## src/rtl/hazard_stall_controller_pkg.sv

```systemverilog
// Shared types and constants for the hazard/stall controller.
// Holds the MULT/DIV sequencer state encoding and op encodings.
package hazard_stall_controller_pkg;

  typedef enum logic [1:0] {
    ST_IDLE = 2'd0,
    ST_BUSY = 2'd1,
    ST_DONE = 2'd2
  } md_state_e;

  localparam logic [4:0] REG_ZERO = 5'd0;

  localparam logic OP_MULT = 1'b0;
  localparam logic OP_DIV  = 1'b1;

  // BUSY counter preload: the DONE cycle and the start cycle
  // are not spent in BUSY, hence the -2.
  function automatic logic [5:0] busy_load(input int cycles);
    return 6'(cycles - 2);
  endfunction

endpackage

```

## src/rtl/muldiv_sequencer.sv

```systemverilog
// Sequencer tracking HI/LO occupancy of the multi-cycle MULT/DIV unit.
// Ports: i_start/i_op from EX; o_busy (state!=IDLE), o_done (HI/LO strobe).
module muldiv_sequencer
  import hazard_stall_controller_pkg::*;
#(
  parameter int MULT_CYCLES = 4,
  parameter int DIV_CYCLES  = 32
) (
  input  logic clk,
  input  logic rst,
  input  logic i_start,
  input  logic i_op,
  output logic o_busy,
  output logic o_done
);

  localparam logic [5:0] MULT_LOAD = busy_load(MULT_CYCLES);
  localparam logic [5:0] DIV_LOAD  = busy_load(DIV_CYCLES);

  md_state_e  r_state;
  md_state_e  w_state_nxt;
  logic [5:0] r_cnt;
  logic [5:0] w_cnt_nxt;

  always_ff @(posedge clk or posedge rst) begin
    if (rst) begin
      r_state <= ST_IDLE;
      r_cnt   <= 6'd0;
    end else begin
      r_state <= w_state_nxt;
      r_cnt   <= w_cnt_nxt;
    end
  end

  // A start while BUSY/DONE is ignored: those arms never look at it.
  always_comb begin
    w_state_nxt = r_state;
    w_cnt_nxt   = r_cnt;
    o_done      = 1'b0;
    unique case (r_state)
      ST_IDLE: begin
        if (i_start) begin
          w_cnt_nxt   = (i_op == OP_DIV) ? DIV_LOAD : MULT_LOAD;
          w_state_nxt = ST_BUSY;
        end
      end
      ST_BUSY: begin
        if (r_cnt == 6'd0) w_state_nxt = ST_DONE;
        else               w_cnt_nxt   = r_cnt - 6'd1;
      end
      ST_DONE: begin
        o_done      = 1'b1;
        w_state_nxt = ST_IDLE;
      end
      default: w_state_nxt = ST_IDLE;
    endcase
  end

  assign o_busy = (r_state != ST_IDLE);

endmodule

```

## src/rtl/hazard_stall_controller.sv

```systemverilog
// Load-use / HI/LO stall and branch-flush control for the 5-stage core.
// Ports: hazard inputs from IF/ID and ID/EX; PC/IF-ID enables, flushes, StallCount.
module hazard_stall_controller
  import hazard_stall_controller_pkg::*;
#(
  parameter int MULT_CYCLES = 4,
  parameter int DIV_CYCLES  = 32,
  parameter int CNT_W       = 16
) (
  input  logic             clk,
  input  logic             rst,
  input  logic             MemReadIDEX,
  input  logic [4:0]       rtIDEX,
  input  logic [4:0]       rsIFID,
  input  logic [4:0]       rtIFID,
  input  logic             UsesRtIFID,
  input  logic             MulDivStartIDEX,
  input  logic             MulDivOpIDEX,
  input  logic             HiLoUseIFID,
  input  logic             BranchTakenID,
  input  logic             StallCountClr,
  output logic             PCWrite,
  output logic             IFIDWrite,
  output logic             IDEXFlush,
  output logic             IFIDFlush,
  output logic             MulDivBusy,
  output logic             MulDivDone,
  output logic [CNT_W-1:0] StallCount
);

  logic             w_busy;
  logic             w_load_use;
  logic             w_hilo_haz;
  logic             w_stall;
  logic [CNT_W-1:0] r_stall_cnt;

  muldiv_sequencer #(
    .MULT_CYCLES(MULT_CYCLES),
    .DIV_CYCLES (DIV_CYCLES)
  ) u_seq (
    .clk    (clk),
    .rst    (rst),
    .i_start(MulDivStartIDEX),
    .i_op   (MulDivOpIDEX),
    .o_busy (w_busy),
    .o_done (MulDivDone)
  );

  assign MulDivBusy = w_busy;

  // r0 is never a real dependency.
  assign w_load_use = MemReadIDEX
                    & (rtIDEX != REG_ZERO)
                    & ((rtIDEX == rsIFID)
                     | (UsesRtIFID & (rtIDEX == rtIFID)));

  // Readers wait through DONE so HI/LO is written first.
  assign w_hilo_haz = HiLoUseIFID & (MulDivStartIDEX | w_busy);

  assign w_stall = w_load_use | w_hilo_haz;

  // Stall wins over redirect: the branch stays in ID and
  // flushes on its first non-stalled cycle.
  assign PCWrite   = ~w_stall;
  assign IFIDWrite = ~w_stall;
  assign IDEXFlush =  w_stall;
  assign IFIDFlush = ~w_stall & BranchTakenID;

  always_ff @(posedge clk or posedge rst) begin
    if (rst) begin
      r_stall_cnt <= '0;
    end else if (StallCountClr) begin
      r_stall_cnt <= '0;
    end else if (w_stall && (r_stall_cnt != '1)) begin
      r_stall_cnt <= r_stall_cnt + 1'b1;
    end
  end

  assign StallCount = r_stall_cnt;

endmodule

```

## config.mk

```make
export PLATFORM = sky130hd
export DESIGN_NAME = hazard_stall_controller
export DESIGN_NICKNAME = d
export VERILOG_FILES = /design/src/rtl/hazard_stall_controller_pkg.sv /design/src/rtl/muldiv_sequencer.sv /design/src/rtl/hazard_stall_controller.sv
export SDC_FILE = /design/constraint.sdc
export NUM_CORES = 1
export LEC_CHECK = 0
export BUFFER_PORTS_ARGS = -buffer_cell sky130_fd_sc_hd__buf_2
export CAP_MARGIN = 10
export CELL_PAD_IN_SITES_DETAIL_PLACEMENT = 1
export CELL_PAD_IN_SITES_GLOBAL_PLACEMENT = 2
export CORE_UTILIZATION = 29
export CTS_CLUSTER_SIZE = 28
export DETAILED_ROUTE_END_ITERATION = 8
export PLACE_DENSITY_LB_ADDON = 0.05
export SYNTH_ARGS = -nofsm -noshare
export SYNTH_HDL_FRONTEND = slang
export SYNTH_SLANG_ARGS = --single-unit
export TNS_END_PERCENT = 50
```

## constraint.sdc

```tcl
create_clock -name clk -period 2.75 [get_ports clk]
set_clock_uncertainty 0.1 [all_clocks]
set_input_delay 0.55 -clock clk [delete_from_list [all_inputs] [get_ports clk]]
set_output_delay 0.55 -clock clk [all_outputs]
set_load 0.01 [all_outputs]
```

==> key figures, run 1 <==
Status
  – Outcome: complete, no violations

Yosys
  – Yosys synthesis warning count: 0
  – Synthesized area per cell: 8.78 sq um
  – EDFF count, synth: 0
  – Sequential cell area fraction in the yosys report: 0.391
  – Yosys reg bits: 24
  – Syn nets: 202
  – Post-Synthesis Cell Area: 1540 sq um
  – Cells after Synth: 175
  – Async set-reset flop share out of synthesis: 1.00
  – Prevailing post-synth register cell: dfrtp_1
  – Synth cell types: 40

Floorplanning
  – CORE AREA: just over 5000 sq um
  – Die Width: 74.8 um
  – Die area: about 5600 sq um
  – I/O pin total: 46
  – Die Y: 74.8 um
  – Starting Density: 0.301
  – Num rows: 26

Clocking
  – Clock latency at the later pin of the worst-skew pair: 0.27 ns
  – Htree depth: 1
  – CTS tree: built
  – CTS clk-pin slew, worst paths: roughly 0.09 ns
  – Hold buffers post-CTS: 0
  – Setup bufs post-CTS: 0
  – CTS Buf Count: 3
  – Max clock buf depth: 2
  – # resized after CTS: 0
  – # clock sinks: 24
  – Root buffer cell: clkbuf_8

Global route
  – Initial antenna violation count: 0
  – Gr busiest metal: met2
  – Largest net degree at the start of global routing: 25
  – Overall track demand over capacity in global routing: 0.164
  – GR Util met1: 0.224
  – Vias in the first global route: 1460
  – GR Util met3: 0.0281
  – Total congestion overflow: 0
  – First-pass GRT wire length: 7000 um
  – GR Util met2: 0.266

Worst setup path
  – Crit path launch type: input port
  – Reg2reg start: StallCount[0]
  – Crit. End Element: output pin
  – CP arrival: 1.92 ns
  – Req. time, crit path: 2.10 ns
  – Kind of critical path: in -> out
  – R2R depth: 7
  – R2r setup slk: 0.50 ns
  – Critical R2R Capture: StallCount[15]
  – Crit-path max FO: 5

STA
  – Post-route setup TNS: 0 ns
  – WHS: 0.216 ns
  – Final WS setup: 0.175 ns
  – Setup Viol. Count Final: 0
  – Unrepaired setup endpoints after global routing: false
  – Max Fclk: 0.388 GHz
  – Slew Limit Fails: 0
  – Fin. Hold Viols: 0
  – Final period util: 0.936
  – Rel. slew slack: 0.684
  – Post-layout minimum cycle time: between 2 and 3 ns
  – Slew @ Worst Pin: 0.474 ns

Detailed routing
  – Initial drt markers: between 40 and 50
  – TritonRoute pass-1 iters: 4
  – Drc violations: 0
  – Routed vias: between 1k and 1.5k
  – Final wirelength: 4320 um
  – Routed wire per std cell: 14.9 um
  – Avg Vias per Cell: around 5.1
  – Routed Antenna Nets: 0

Cells and area
  – Layout area overhead: 21.7%
  – # diodes: 0
  – Share of cells above drive strength 1: 0.274
  – Net total in the final layout: 248

Pwr
  – Worst vdd ir: between 0.0004 and 0.0005 V
  – Sequential power share: 0.425
  – Net switching power: between 400 and 500 uW
  – Internal power: 687 uW
  – Pleak: between 0.8 and 0.9 nW
  – Pwr dens: approximately 600 nW/um^2
  – Logic pwr share: 0.377
  – Clk network pwr share: 0.198
  – Sw frac: 0.383

Place
  – HPWL after DPL: around 3200 um
  – Pre-CTS setup slack: 0.162 ns
  – GP Congestion: 0.759
  – Port Buf Inserts: 45

Flow run
  – Max cap viols: 0

Hold path
  – Min-delay worst type: in -> async
## power by group through the flow
| stage | clock, mW | sequential [mW] | combinational, mW |
|---|---|---|---|
| after floorplan | 0 | 0.459 | 0.319 |
| after global placement | 0 | 0.476 | 0.402 |
| after detailed placement | 0 | 0.480 | 0.424 |
| after CTS | 0.231 | 0.473 | 0.427 |
| after global routing | 0.244 | 0.484 | 0.480 |
| final | 0.220 | 0.473 | 0.420 |
## metrics by stage
stage          total power [mW]  std cells  instance area (sq um)  utilization
6_report                   1.11        289                   1870        0.366
2_1_floorplan             0.778        175                   1540            -
3_5_place_dp              0.904        286                   1830        0.358
5_1_grt                    1.21        289                   1870        0.366
4_1_cts                    1.13        289                   1870        0.366
3_3_place_gp              0.878        286                   1830        0.358
## flip-flops by register name, summed over array words and instances, names as in the netlist
signal / count
u_seq.r_cnt: 6
u_seq.r_state: 2
StallCount: 16
## cell usage in the layout (no fill, tap or decap), types with 3 or more instances in the layout
master	n
nand2_1	15
or4_1	6
clkbuf_8	3
or3_1	10
nor2_1	12
o21ai_0	10
inv_1	9
buf_2	45
nand3_1	9
ha_1	3
nand4_1	5
o31ai_1	6
xnor2_1	10
dfrtp_1	24
a21oi_1	21
## worst max-delay path: stages
cell and delay, ns:
buf_2 0.12, or4_1 0.54, o21a_1 0.21, a21boi_2 0.23, and2_1 0.15, buf_2 0.12
## Yosys cell counts (3+ instances only)
cell type  instances  area (sq um)
o31ai_1            6          45.0
or4_1              6          45.0
inv_1              9          33.8
nand3_1            9          45.0
nand4_1            5          31.3
dfrtp_1           24           601
nand2_1           15          56.3
xnor2_1           10          87.6
o21ai_0           10          50.1
ha_1               3          37.5
nor2_1            12          45.0
a21oi_1           21           105
or3_1             10          62.6
## how the worst max path moves through the flow
stage / start / slack [ns] / end
after global placement: rtIDEX[1] / 0.23 / IFIDFlush
after floorplan: rtIDEX[1] / 0.25 / IFIDFlush
after global routing: rtIDEX[1] / 0.10 / IFIDFlush
final: rtIDEX[1] / 0.18 / IFIDFlush
after CTS: rtIDEX[1] / 0.15 / IFIDFlush
after detailed placement: rtIDEX[1] / 0.16 / IFIDFlush
## area by class of cell
| type | count | area, sq um |
|---|---|---|
| timing repair buffer | 47 | 240 |
| tap | 70 | 87.6 |
| inverter | 9 | 33.8 |
| fill | 650 | 3240 |
| sequential | 24 | 601 |
| multi-input combinational | 136 | 867 |
| clock buffer | 3 | 41.3 |
## layer usage
layer	part of all wire	up-vias
met4	0.0051	0
met1	0.48	709
met2	0.46	45
li1	-	724
met5	0	-
met3	0.057	2
## cells by family (layout without fill, tap and decap cells)
logic type / count (synthesis) / after routing / synth area share
AO/OA/AOI/OAI: 51 / 51 / 0.211
XOR/XNOR: 11 / 11 / 0.0627
adder cells (fa/ha/maj): 3 / 3 / 0.0244
buffers and inverters: 15 / 59 / 0.0448
flip-flops: 24 / 24 / 0.391
multiplexers: 2 / 2 / 0.0130
AND/OR/NAND/NOR: 69 / 69 / 0.253
Power figures use the tool's default switching activity.
==> run 2: changes to the inputs <==
--- a/config.mk
+++ b/config.mk
@@ -9,7 +9,9 @@
 export CAP_MARGIN = 10
 export CELL_PAD_IN_SITES_DETAIL_PLACEMENT = 1
 export CELL_PAD_IN_SITES_GLOBAL_PLACEMENT = 2
+export CORE_MARGIN = 2
 export CORE_UTILIZATION = 29
+export CTS_CLUSTER_DIAMETER = 80
 export CTS_CLUSTER_SIZE = 28
 export DETAILED_ROUTE_END_ITERATION = 8
 export PLACE_DENSITY_LB_ADDON = 0.05
==> key figures, run 2 (same netlist as run 1, synthesis figures left out) <==
Status
  – Outcome: complete, no violations

Global route
  – Largest net degree at the start of global routing: 25
  – Overall track demand over capacity in global routing: 0.149
  – Initial antenna violation count: 0
  – Total congestion overflow: 0
  – First-pass GRT wire length: 7270 um
  – Vias in the first global route: 1569

Cells and area
  – Commonest non-fill, non-tap cells in the layout: buf_2, dfrtp_1, a21oi_1, nand2_1, nor2_1
  – # diodes: 0
  – Layout area overhead: 21.7%
  – Max reg flops: 16
  – Fillers: 637
  – Commonest non-fill, non-tap cell in the layout: buf_2
  – Final cell count without fillers: 289
  – Net total in the final layout: between 200 and 250
  – Share of cells above drive strength 1: 0.274

STA
  – Post-layout minimum cycle time: 2.56 ns
  – Final period util: 0.930
  – Unrepaired setup endpoints after global routing: false
  – Slew Limit Fails: 0
  – Rel. slew slack: 0.675
  – Post-route setup TNS: 0 ns
  – Max Fclk: 0.391 GHz
  – Slew @ Worst Pin: around 0.49 ns
  – Setup Viol. Count Final: 0
  – Fin. Hold Viols: 0

Worst setup path
  – CP dominant cell by count: buf_2
  – R2r setup slk: 0.50 ns
  – R2R depth: 7
  – Crit path launch type: input port
  – Kind of critical path: in -> out
  – Crit. End Element: output pin
  – WP depth: 6
  – Critical R2R Capture: StallCount[1]
  – CP bufs+invs: 2
  – Worst path max stage delay: 0.53 ns
  – Crit-path max FO: 5
  – CP endpoint: IFIDFlush
  – Req. time, crit path: about 2.1 ns
  – Top delay family on crit path: simple AND/OR/NAND/NOR gates
  – Slowest-stage cell, CP: or4_1
  – Cell-by-cell trace of the critical path: buf_2, or4_1, o21a_1, a21boi_2, and2_1, buf_2
  – CP arrival: about 1.9 ns
  – Reg2reg start: StallCount[0]
  – Crit path from: rtIDEX[1]

Detailed routing
  – Avg Vias per Cell: 5.15
  – Detail Route met2 WL: a little over 2000 um
  – Routed Antenna Nets: 0
  – Drc violations: 0
  – Routed met1 length: between 2000 and 2500 um
  – Routed length on met3: between 200 and 250 um
  – Routed vias: 1488
  – Initial drt markers: 41
  – TritonRoute pass-1 iters: 4
  – Routed wire per std cell: 14.9 um
  – DR top layer: met4
  – Final wirelength: 4300 um

Flow run
  – Max cap viols: 0

Floorplanning
  – CORE AREA: about 5000 sq um
  – Die Y: 76.8 um
  – I/O pin total: 46
  – Num rows: 26
  – Starting Density: 0.301
  – Die area: 5900 sq um
  – Die Width: between 70 and 80 um

Pwr
  – Worst vdd ir: 0.000340 V
  – Pleak: 0.863 nW
  – Pwr dens: 594 nW/um^2

Clocking
  – CTS Buf Count: 3
  – Htree depth: 1
  – # resized after CTS: 0
  – Setup bufs post-CTS: 0
  – Root buffer cell: clkbuf_8
  – Max clock buf depth: 2
  – CTS clk-pin slew, worst paths: about 0.090 ns
  – # clock sinks: 24
  – Hold buffers post-CTS: 0
  – Clock latency at the later pin of the worst-skew pair: 0.27 ns
  – CTS tree: built

Place
  – # placed instances: approximately 290
  – HPWL after DPL: 3250 um
  – GP Congestion: approximately 0.79
  – Port Buf Inserts: 45

Hold path
  – Min-delay worst type: in -> async
[run 2: routing by layer]
metal  global-route usage  vias up
li1                     -      723
met4               0.0382        0
met1                0.192      717
met5                    0        -
met3               0.0365        4
met2                0.250       44
[run 2: worst min-delay path by stage]
stage                                 to  cells past startpoint      startpoint  slack (ns)
after floorplan           u_seq.r_cnt[0]                      2  u_seq.r_cnt[0]        0.35
after global placement    u_seq.r_cnt[0]                      2  u_seq.r_cnt[0]        0.37
after detailed placement  u_seq.r_cnt[0]                      2  u_seq.r_cnt[0]        0.39
after CTS                  StallCount[1]                      3             rst        0.23
after global routing       StallCount[1]                      3             rst        0.23
final                      StallCount[1]                      3             rst        0.22
[run 2: cell type report]
| type | count | area, sq um | share of cell area |
|---|---|---|---|
| Tap cell | 70 | 87.6 | 0.0468 |
| Inverter | 9 | 33.8 | 0.0181 |
| Timing Repair Buffer | 47 | 240 | 0.128 |
| Sequential cell | 24 | 601 | 0.321 |
| Clock buffer | 3 | 41.3 | 0.0221 |
| Multi-Input combinational cell | 136 | 867 | 0.464 |
[run 2: worst register-to-register path, stage by stage (launching register included)]
cell and delay [ns]:
dfrtp_1 0.45, ha_1 0.29, nand4_1 0.18, nor4_4 0.30, nor2_1 0.13, a21oi_4 0.39, mux2i_1 0.24, nor2_1 0.05
[run 2: stage by stage]
stage,power (mW),hold slack [ns],utilization,setup WS (ns),cell area [sq um]
floorplan,0.778,0.350,-,0.253,1540
global placement,0.880,0.366,0.358,0.220,1830
detailed placement,0.903,0.386,0.358,0.164,1830
CTS,1.13,0.225,0.366,0.160,1870
global route,1.20,0.235,0.366,0.0702,1870
finish,1.11,0.220,0.366,0.194,1870
[run 2: power breakdown]
part           total [mW]  internal [mW]  switching (mW)
Sequential          0.474          0.414          0.0605
Combinational       0.421          0.175           0.246
Clock               0.216         0.0982           0.117
Total                1.11          0.687           0.424
